### config.mk
export PLATFORM = sky130hd
export DESIGN_NAME = btn_led_toggle_bank_flat
export DESIGN_NICKNAME = d
export VERILOG_FILES = /design/src/rtl/btn_led_toggle_bank_if.sv /design/src/rtl/btn_led_toggle_bank.sv /design/src/flat_wrapper.sv
export SDC_FILE = /design/constraint.sdc
export NUM_CORES = 1
export LEC_CHECK = 0
export CORE_ASPECT_RATIO = 2
export CORE_MARGIN = 3
export CORE_UTILIZATION = 43
export DETAILED_ROUTE_END_ITERATION = 12
export DONT_BUFFER_PORTS = 1
export GPL_TIMING_DRIVEN = 0
export PLACE_DENSITY = 0.6
export SETUP_SLACK_MARGIN = 0.4
export SYNTH_ARGS = -nofsm -noshare
export SYNTH_HDL_FRONTEND = slang
export SYNTH_SLANG_ARGS = --single-unit
export TNS_END_PERCENT = 10
### constraint.sdc
create_clock -name clk -period 3.9 [get_ports clk]
set_input_delay 0.39 -clock clk [delete_from_list [all_inputs] [get_ports clk]]
set_output_delay 0.39 -clock clk [all_outputs]
set_load 0.01 [all_outputs]
### src/rtl/btn_led_toggle_bank_if.sv
// Button/LED bundle between the board-side driver and the toggle bank.
// The master side drives the raw buttons and the clear; the slave side returns the LEDs and the strobes.
interface btn_led_toggle_bank_if #(
  parameter int N_CH = 2
);
  logic [N_CH-1:0] btn;
  logic            led_clr;
  logic [N_CH-1:0] led;
  logic [N_CH-1:0] press_pulse;
  logic            long_pulse;

  modport master (
    output btn, led_clr,
    input  led, press_pulse, long_pulse
  );

  modport slave (
    input  btn, led_clr,
    output led, press_pulse, long_pulse
  );
endinterface

### src/rtl/btn_led_toggle_bank.sv
// Bank of debounced push-button to LED toggle channels with one-cycle press strobes.
// Optional feature: define BTN_LONGPRESS_EN to add the long-press clear of all LEDs.
module btn_led_toggle_bank #(
  parameter int   N_CH            = 2,
  parameter int   DEBOUNCE_CYCLES = 250000,
  parameter logic BTN_IDLE        = 1'b1,
  parameter int   LONG_CYCLES     = 25000000
) (
  input logic                  clk,
  input logic                  rst,
  btn_led_toggle_bank_if.slave bus
);
  localparam int               CNT_W    = $clog2(DEBOUNCE_CYCLES + 1);
  localparam logic [CNT_W-1:0] CNT_LAST = CNT_W'(DEBOUNCE_CYCLES - 1);

  logic [1:0]      settle;
  logic            settled;
  logic [N_CH-1:0] press_now;
  logic [N_CH-1:0] long_now;
  logic            led_kill;

  // The synchronisers hold reset values for two edges; a channel may only arm
  // once s2 carries a real button sample, so a button held through reset is ignored.
  always_ff @(posedge clk) begin
    if (rst) begin
      settle <= 2'd0;
    end else if (settle != 2'd2) begin
      settle <= settle + 2'd1;
    end
  end

  assign settled = (settle == 2'd2);

  for (genvar i = 0; i < N_CH; i++) begin : g_ch
    logic             s1;
    logic             s2;
    logic             stable;
    logic             armed;
    logic [CNT_W-1:0] cnt;

    always_ff @(posedge clk) begin
      if (rst) begin
        s1     <= BTN_IDLE;
        s2     <= BTN_IDLE;
        stable <= BTN_IDLE;
        cnt    <= '0;
        armed  <= 1'b0;
      end else begin
        s1 <= bus.btn[i];
        s2 <= s1;
        if (s2 == stable) begin
          cnt <= '0;
        end else if (cnt == CNT_LAST) begin
          stable <= s2;
          cnt    <= '0;
        end else begin
          cnt <= cnt + 1'b1;
        end
        if (settled && (s2 == BTN_IDLE)) begin
          armed <= 1'b1;
        end
      end
    end

    assign press_now[i] = armed && (s2 != stable) && (cnt == CNT_LAST) && (s2 != BTN_IDLE);

`ifdef BTN_LONGPRESS_EN
    localparam int              HOLD_W   = $clog2(LONG_CYCLES + 1);
    localparam logic [HOLD_W-1:0] HOLD_HIT = HOLD_W'(LONG_CYCLES - 1);
    localparam logic [HOLD_W-1:0] HOLD_SAT = HOLD_W'(LONG_CYCLES);

    logic [HOLD_W-1:0] hold;

    // Saturating one past the trigger value keeps long_pulse to once per held press.
    always_ff @(posedge clk) begin
      if (rst || (stable == BTN_IDLE)) begin
        hold <= '0;
      end else if (hold == HOLD_HIT) begin
        hold <= HOLD_SAT;
      end else if (hold != HOLD_SAT) begin
        hold <= hold + 1'b1;
      end
    end

    assign long_now[i] = (stable != BTN_IDLE) && (hold == HOLD_HIT);
`else
    assign long_now[i] = 1'b0;
`endif
  end

  assign led_kill = |long_now;

  always_ff @(posedge clk) begin
    if (rst) begin
      bus.led         <= '0;
      bus.press_pulse <= '0;
      bus.long_pulse  <= 1'b0;
    end else begin
      bus.press_pulse <= press_now;
      bus.long_pulse  <= led_kill;
      if (led_kill || bus.led_clr) begin
        bus.led <= '0;
      end else begin
        bus.led <= bus.led ^ press_now;
      end
    end
  end
endmodule
### src/flat_wrapper.sv
// flat-port wrapper written by rule: the top's interface ports become plain ports
module btn_led_toggle_bank_flat 
#(
  parameter int   N_CH            = 2,
  parameter int   DEBOUNCE_CYCLES = 250000,
  parameter logic BTN_IDLE        = 1'b1,
  parameter int   LONG_CYCLES     = 25000000
)
  (clk, rst, bus_btn, bus_led_clr, bus_led, bus_press_pulse, bus_long_pulse);
  btn_led_toggle_bank_if #(.N_CH(N_CH)) bus_i ();
  input logic clk;
  input logic rst;
  input wire logic [$bits(bus_i.btn)-1:0] bus_btn;
  input wire logic [$bits(bus_i.led_clr)-1:0] bus_led_clr;
  output wire logic [$bits(bus_i.led)-1:0] bus_led;
  output wire logic [$bits(bus_i.press_pulse)-1:0] bus_press_pulse;
  output wire logic [$bits(bus_i.long_pulse)-1:0] bus_long_pulse;
  assign bus_i.btn = bus_btn;
  assign bus_i.led_clr = bus_led_clr;
  assign bus_led = bus_i.led;
  assign bus_press_pulse = bus_i.press_pulse;
  assign bus_long_pulse = bus_i.long_pulse;
  btn_led_toggle_bank #(.N_CH(N_CH), .DEBOUNCE_CYCLES(DEBOUNCE_CYCLES), .BTN_IDLE(BTN_IDLE), .LONG_CYCLES(LONG_CYCLES)) u_core (.clk(clk), .rst(rst), .bus(bus_i));
endmodule
Yosys cells after proc, flatten, opt, wreduce, memory -nomap -nowiden
Cells that the tools add are included.
Widths: inputs -> output; s select.
{ "op_classes": {"n_bitwise": 5, "n_reduce_logical": 13, "eq_ne": 8, "muxes": 0, "n_mul": 0, "n_div": 0, "addsub": 3, "magnitude_cmp": 0, "n_shift": 0} }
{ "op_table": {"columns": ["operator", "n"], "rows": [
  ["$add 18x1->18 const B", 2],
  ["$eq 18x18->1 const B", 2],
  ["$logic_and 1x1->1", 8],
  ["$reduce_or 3->1", 2],
  ["$not 1->1", 4],
  ["$reduce_and 2->1", 2],
  ["$add 2x1->2 const B", 1],
  ["$eq 1x1->1", 2],
  ["$eq 2x2->1 const B", 1],
  ["$ne 1x1->1", 2],
  ["$ne 2x2->1 const B", 1],
  ["$reduce_or 2->1", 1],
  ["$xor 2x2->2", 1]
]} }
{ "word_totals": {"latch_bits": 0, "n_memories": 0, "word_cells": 42, "in_bits": 5, "rom_bits": 0, "reg_bits": 50, "ramBits": 0} }

Depth between registers and ports, before layout
Gate-level depths: netlist (run 1).
{ "logic_depth": {"ltp_word": 5, "ltp_mapped": 6, "depth_no_buf": 5} }

Worst setup path before layout (run 1)
Ideal clock, no wire load.
{ "synth_path": {"kind": "reg-to-reg", "start": "register u_core.g_ch[0].cnt[0]", "end": "register u_core.bus.led[0]", "setup_time_ps": 125, "slack_ps": 2132, "path_stages_with_launch": 6, "arrival_time_ps": 1642, "path_cell_list": "dfxtp_1 > ha_1 > nand4_1 > or4b_2 > o211ai_1 > o31ai_1"} }
{ "synth_via": {"elab_chain_cells": 4} }
{ "synth_rtl": {"columns": ["element", "line", "text"], "rows": [
  ["start: declaration", "btn_led_toggle_bank.sv:39", "logic [CNT_W-1:0] cnt;"],
  ["start signal: assignment", "btn_led_toggle_bank.sv:57", "cnt <= cnt + 1'b1;"],
  ["$eq 18x18->1", "btn_led_toggle_bank.sv:65", "assign press_now[i] = armed && (s2 != stable) && (cnt == CNT_LAST) && (s2 != BTN_IDLE);"],
  ["$logic_and 1x1->1 (2 in a row)", "btn_led_toggle_bank.sv:65", null],
  ["$xor 2x2->2", "btn_led_toggle_bank.sv:104", "bus.led <= bus.led ^ press_now;"],
  ["end signal: assignment", "btn_led_toggle_bank.sv:104", null],
  ["end: declaration", "btn_led_toggle_bank_if.sv:19", "output led, press_pulse, long_pulse"]
]} }
No other way between the ends.
A chain may end at the register's enable or synchronous reset.

Worst setup path after layout (run 1)
{ "layout_path": {"start": "register u_core.g_ch[1].cnt[0]", "end": "register u_core.g_ch[1].cnt[15]"} }
{ "layout_via": {"elab_chain_cells": 2} }
{ "layout_rtl": {"columns": ["element", "line"], "rows": [
  ["start: declaration", "btn_led_toggle_bank.sv:39"],
  ["start signal: assignment", "btn_led_toggle_bank.sv:57"],
  ["branches (longest 2 deep; another with $add 18x1->18)", null]
]} }
Parallel ways; which one is timed is not known.

==> results of run 1 <==
## cell usage after synthesis, types with 6 or more instances
cell type	count
nor2_1	50
nor3_1	12
xnor2_1	25
nand2_1	6
inv_1	9
xor2_1	6
nand3_1	12
nand4_1	10
nor4_1	12
a21oi_1	6
dfxtp_1	50
## cell type report
cell class,count,share of cell area (%)
Multi-Input combinational cell,181,47.0
Clock buffer,6,3.51
Clock inverter,1,1.28
Buffer,6,1.17
Tap cell,57,3.04
Inverter,9,1.44
Sequential cell,50,42.6
## metal layers
metal / vias to the layer above / wire (um) / global-route usage, % / part of all wire, %
met4: 0 / 91 / 7.64 / 2.1
met2: 21 / 2480 / 30.0 / 56
met5: - / 0 / 0 / 0
li1: 869 / - / - / -
met1: 792 / 1750 / 17.3 / 39
met3: 6 / 119 / 3.16 / 2.7
## worst max-delay path, delay by kind of cell (launching register included)
kind / cells / cell delay, ps
adders and majority gates: 1 / 230
buffers and inverters: 1 / 340
and+or+nand+nor: 3 / 530
AOI/OAI and AO/OA: 1 / 530
DFF: 1 / 390
## power breakdown
group	internal [W]	switching, W
clock	0.000205	0.000164
combinational	0.0000247	0.0000317
sequential	0.000529	0.0000111
total	0.000759	0.000207
## registers in the layout (all words and copies together), names as in the netlist
register                flops
u_core.bus.press_pulse      2
u_core.g_ch.armed           2
u_core.g_ch.s1              2
u_core.g_ch.stable          2
u_core.settle               2
u_core.g_ch.cnt            36
u_core.g_ch.s2              2
u_core.bus.led              2
## final timing paths
path | endpoint | slack, ps | depth (start not counted)
worst min-delay path | u_core.g_ch[1].s1 | 190 | 1
worst max register to register | u_core.g_ch[1].cnt[15] | 1780 | 6
worst min register to register | u_core.g_ch[1].s2 | 410 | 1
worst max-delay path | u_core.g_ch[1].cnt[15] | 1780 | 6
## cells by family (layout without fill, tap and decap cells)
logic type / Yosys count / count (layout) / synth area share, %
xor+xnor: 31 / 31 / 12.5
simple gates: 127 / 127 / 30.8
compound gates: 18 / 18 / 5.20
buf+inv: 15 / 22 / 2.83
other cells: 1 / 1 / 0.173
mux: 1 / 1 / 0.462
fa+ha+maj: 3 / 3 / 1.73
flops: 50 / 50 / 46.2
## through the flow
step	total power [W]	instance area (um2)	util, %
finish	0.000966	2350	48.3
global route	0.00101	2350	48.3
CTS	0.000981	2350	48.3
floorplan	0.000598	2170	-
global placement	0.000607	2240	46.0
detailed placement	0.000609	2240	46.0
==> results.yml, run 1 <==
global_route:
  grt_pass1_wl_mm: 7.78
  antenna_found_initial: 0
  grt-ovfl-total: 0
  grt_pass1_vias: 1720
  grt_max_degree: 15
  grt_use_total_pct: 16.3
worst_setup_path:
  r2r_start: "u_core.g_ch[1].cnt[0]"
  critPathMaxStageDelay_ps: 530
  critPathKind: "register to register"
  required_ps: 4100
  start_kind: "register"
  crit_chain: "ha_1, and3_1, nand4_1, o21ai_1, buf_2, nor2_1"
  cp_max_fo: 10
  worstPathArrival_ps: 2320
  cp-startpoint: "u_core.g_ch[1].cnt[0]"
  critPathCaptureType: "register"
  critPathSlowestCell: "o21ai_1"
floorplanning:
  die_x_um: 56.2
  design.portCount: 10
  die_h_um: 106
  die-area_um2: 5980
  initial_utilization_pct: 44.5
  core_area_um2: 4860
  fp-row-count: 36
place:
  dp_hpwl_mm: 3.28
  dp_slack_ps: 1750
  dp_cells: 303
  place.gp.congestion: 0.808
  io_buffer_count: 0
run:
  drv_cap: 0
cts:
  clk_pin_slew_ps: 90
  cts-resized-gates: 0
  clkLatencyLatePin_ps: 300
  cts_sinks: 50
  root_buffer: "clkbuf_8"
  cts_made_buffers: 5
  ctsHtreeMaxLevel: 2
  holdBufCountCts: 0
  max-clock-path-buffers: 2
  post_cts_buffers: 0
  tritoncts: "done"
sta:
  tns_ps: 0
  setup_ws_ps: 1780
  maxSlewViolCount: 0
  relSlewSlack_pct: 61.2
  hold_viol_final: 0
  fin_crit_ps: 2120
  setup_violations: 0
  min_period_over_period_pct: 54.4
  rsz0062_at_grt: "false"
  tightest_slew_ps: 577
  fmax_ghz: 0.472
  clock_skew_ps: 6.20
  hold_ws_ps: 187
synthesis:
  avgSynthCellArea_um2: 8.80
  yosys.area.top_type: "dfxtp_1"
  syn-num-nets: 254
  synth_cells: 246
  yosys_register_bits: 50
  synth_edf_count: 0
  yosysUniqueCellTypes: 37
  synth_area_leaders: "dfxtp_1 (46%), xnor2_1 (10%), nor2_1 (8.7%)"
  async_flop_share_pct: 0
  synth_ff_type: "dfxtp_1"
  synth.top_cell.area_share_pct: 46.2
  syn-cell-area_um2: 2170
  yosysWarnings: 0
  yosysSeqAreaShare_pct: 46.2
detailed_routing:
  wl_per_cell_um: 14.3
  drtIter0Drc: 82
  via_count: 1688
  dr.pass1.iters: 4
  drt-total-wl_mm: 4.44
  route.detailed.drc: 0
  ant_nets: 0
  via_per_inst: 5.45
layout:
  n_fill_cell: 471
  syn_to_final_growth_pct: 8.49
  nets: 261
  final_cell_mix: "nor2_1 (50), dfxtp_1 (50), xnor2_1 (25)"
  final-seq-area_um2: 1000
  drive_gt1_share_pct: 6.72
  antennaDiodeCount: 0
  multiInputGateArea_um2: 1100
  layout.cells.non_filler: 310
hold_path:
  hp-class: "primary input to register"
  hp-start: "bus_btn[1]"
pwr:
  cellPowerDensity_nw_per_um2: 411
  vdd_drop_max_mv: 0.307
  p_leak_nw: 0.690
status:
  status: "complete, no violations"
Note: power is estimated with default switching activity, not from simulation.
==> inputs of run 2 (changes only) <==
==> constraint.sdc (replaced) <==
create_clock -name clk -period 2 [get_ports clk]
set_input_delay 0.2 -clock clk [delete_from_list [all_inputs] [get_ports clk]]
set_output_delay 0.2 -clock clk [all_outputs]
set_load 0.01 [all_outputs]
==> run 2 against run 1 <==
Die area stayed put. Final cell count is 8.1% higher. Maximum frequency is 31% higher. Sequential share of layout area is 3.9 points lower. Flip-flop and latch count stayed put. Power is 80% higher. Non-clock buffer count is 25 higher.
==> results.yml, run 2 (synthesized netlist as in run 1, its figures left out) <==
status:
  status: "complete, no violations"
sta:
  fin_crit_ps: 1620
  maxSlewViolCount: 0
  setup_ws_ps: 381
  min_period_over_period_pct: 81.0
  tns_ps: 0
  fmax_ghz: 0.617
  hold_viol_final: 0
  clock_skew_ps: 8.48
  setup_violations: 0
  rsz0062_at_grt: "true"
hold_path:
  hp-start: "bus_led_clr"
  hp-class: "primary input to register"
place:
  dp_slack_ps: -35.5
  place.gp.congestion: 0.831
  dp_hpwl_mm: 3.26
  placed_area_um2: 2260
  io_buffer_count: 0
run:
  drv_cap: 0
layout:
  antennaDiodeCount: 0
  final_area_um2: 2680
  largest_reg_flops: 36
  final_common_cell: "nor2_1"
  syn_to_final_growth_pct: 23.9
  final_cell_mix: "nor2_1 (50), dfxtp_1 (34), xnor2_1 (25), buf_4 (23), nor3_1 (12)"
  largest_register: "u_core.g_ch.cnt"
  drive_gt1_share_pct: 24.5
  nets: 286
  final_util_pct: 55.1
floorplanning:
  die_x_um: 56.2
  initial_utilization_pct: 44.5
  design.portCount: 10
  die_h_um: 106
  fp-row-count: 36
  core_area_um2: 4860
  die-area_um2: 5980
cts:
  cts_made_buffers: 5
  ctsHtreeMaxLevel: 2
  max-clock-path-buffers: 2
  tritoncts: "done"
  cts_sinks: 50
  root_buffer: "clkbuf_8"
  clkLatencyLatePin_ps: 300
  clk_pin_slew_ps: 90
worst_setup_path:
  required_ps: 2240
  cp-startpoint: "u_core.g_ch[1].cnt[7]"
  cp_max_fo: 6
  start_kind: "register"
  path_buf_inv: 0
  critPathCaptureType: "register"
  worstPathArrival_ps: 1860
  crit_chain: "nand4_4, or4_4, or4_1, a21oi_1"
  critPathMaxStageDelay_ps: 500
  critPathSlowestCell: "or4_4"
  r2r_start: "u_core.g_ch[1].cnt[7]"
  critPathKind: "register to register"
  cp_top_family: "simple AND/OR/NAND/NOR gates"
pwr:
  vdd_drop_max_mv: 0.454
  p_leak_nw: 0.846
  cellPowerDensity_nw_per_um2: 648
  total_power_w: 0.00174
global_route:
  grt_pass1_vias: 1811
  grt_use_total_pct: 17.4
  grt_pass1_wl_mm: 8.25
  use_met3_pct: 3.28
  use_met1_pct: 17.3
  grt_busiest_layer: "met2"
  grt_max_degree: 16
  antenna_found_initial: 0
  grt-ovfl-total: 0
  grtUsageMet2_pct: 31.5
detailed_routing:
  via_count: 1814
  drtIter0Drc: 37
  route.detailed.drc: 0
  dr.pass1.iters: 6
  via_per_inst: 5.41
  wl_per_cell_um: 14.2
  drt-total-wl_mm: 4.74
  ant_nets: 0
-- run 2: cell count changes in the layout (fill, tap and decap cells not counted), sizes merged --
cell         before  now
buf               2   25
dlygate4sd3       0    2
bufinv            1    0
clkbuf           10    9
clkinv            0    1
inv               9   10
-- run 2: what timing repair did --
action	4_1_cts	5_1_grt
hold buffers	2	0
endpoints found under the setup margin	36	33
resized for setup	40	5
buffers inserted	20	3
endpoints found under the hold margin	2	0
gates cloned	0	0
pin swaps	14	1
-- run 2: metal layers --
layer | vias to the layer above | routed length, um
met5 | - | 0
met4 | 0 | 252
met3 | 19 | 123
met2 | 30 | 2550
met1 | 843 | 1810
li1 | 922 | -
-- run 2: worst paths after layout --
path,end,slack (ps),depth (start not counted)
min,u_core.bus.led[0],70,2
max,u_core.g_ch[1].cnt[17],380,4
max reg2reg,u_core.g_ch[1].cnt[17],380,4
min reg2reg,u_core.g_ch[0].s2,420,1
-- run 2: worst register-to-register path: stages (launching register included) --
cell and delay, ps:
dfxtp_4 390, nand4_4 140, or4_4 500, or4_1 400, a21oi_1 130
-- run 2: where the power goes --
part	total, W	internal [W]	switching [W]	leakage (nW)
logic	0.000121	0.0000553	0.0000655	0.387
clock network	0.000575	0.000242	0.000332	0.0444
registers	0.00104	0.00102	0.0000207	0.415
-- run 2: layout make-up --
class                      count  area [um2]
buffer                         6        47.5
clock buffer                   5        68.8
clock inverter                 2        13.8
fill                         462        2180
inverter                       9        33.8
multi-input combinational    181        1210
sequential                    50        1040
tap                           57        71.3
timing repair buffer          25         196
-- run 2: through the flow --
stage | std cells | hold WS, ps
CTS | 332 | 56.9
detailed placement | 303 | 306
floorplan | 246 | 304
finish | 335 | 67.6
global placement | 303 | 305
global route | 335 | 59.7
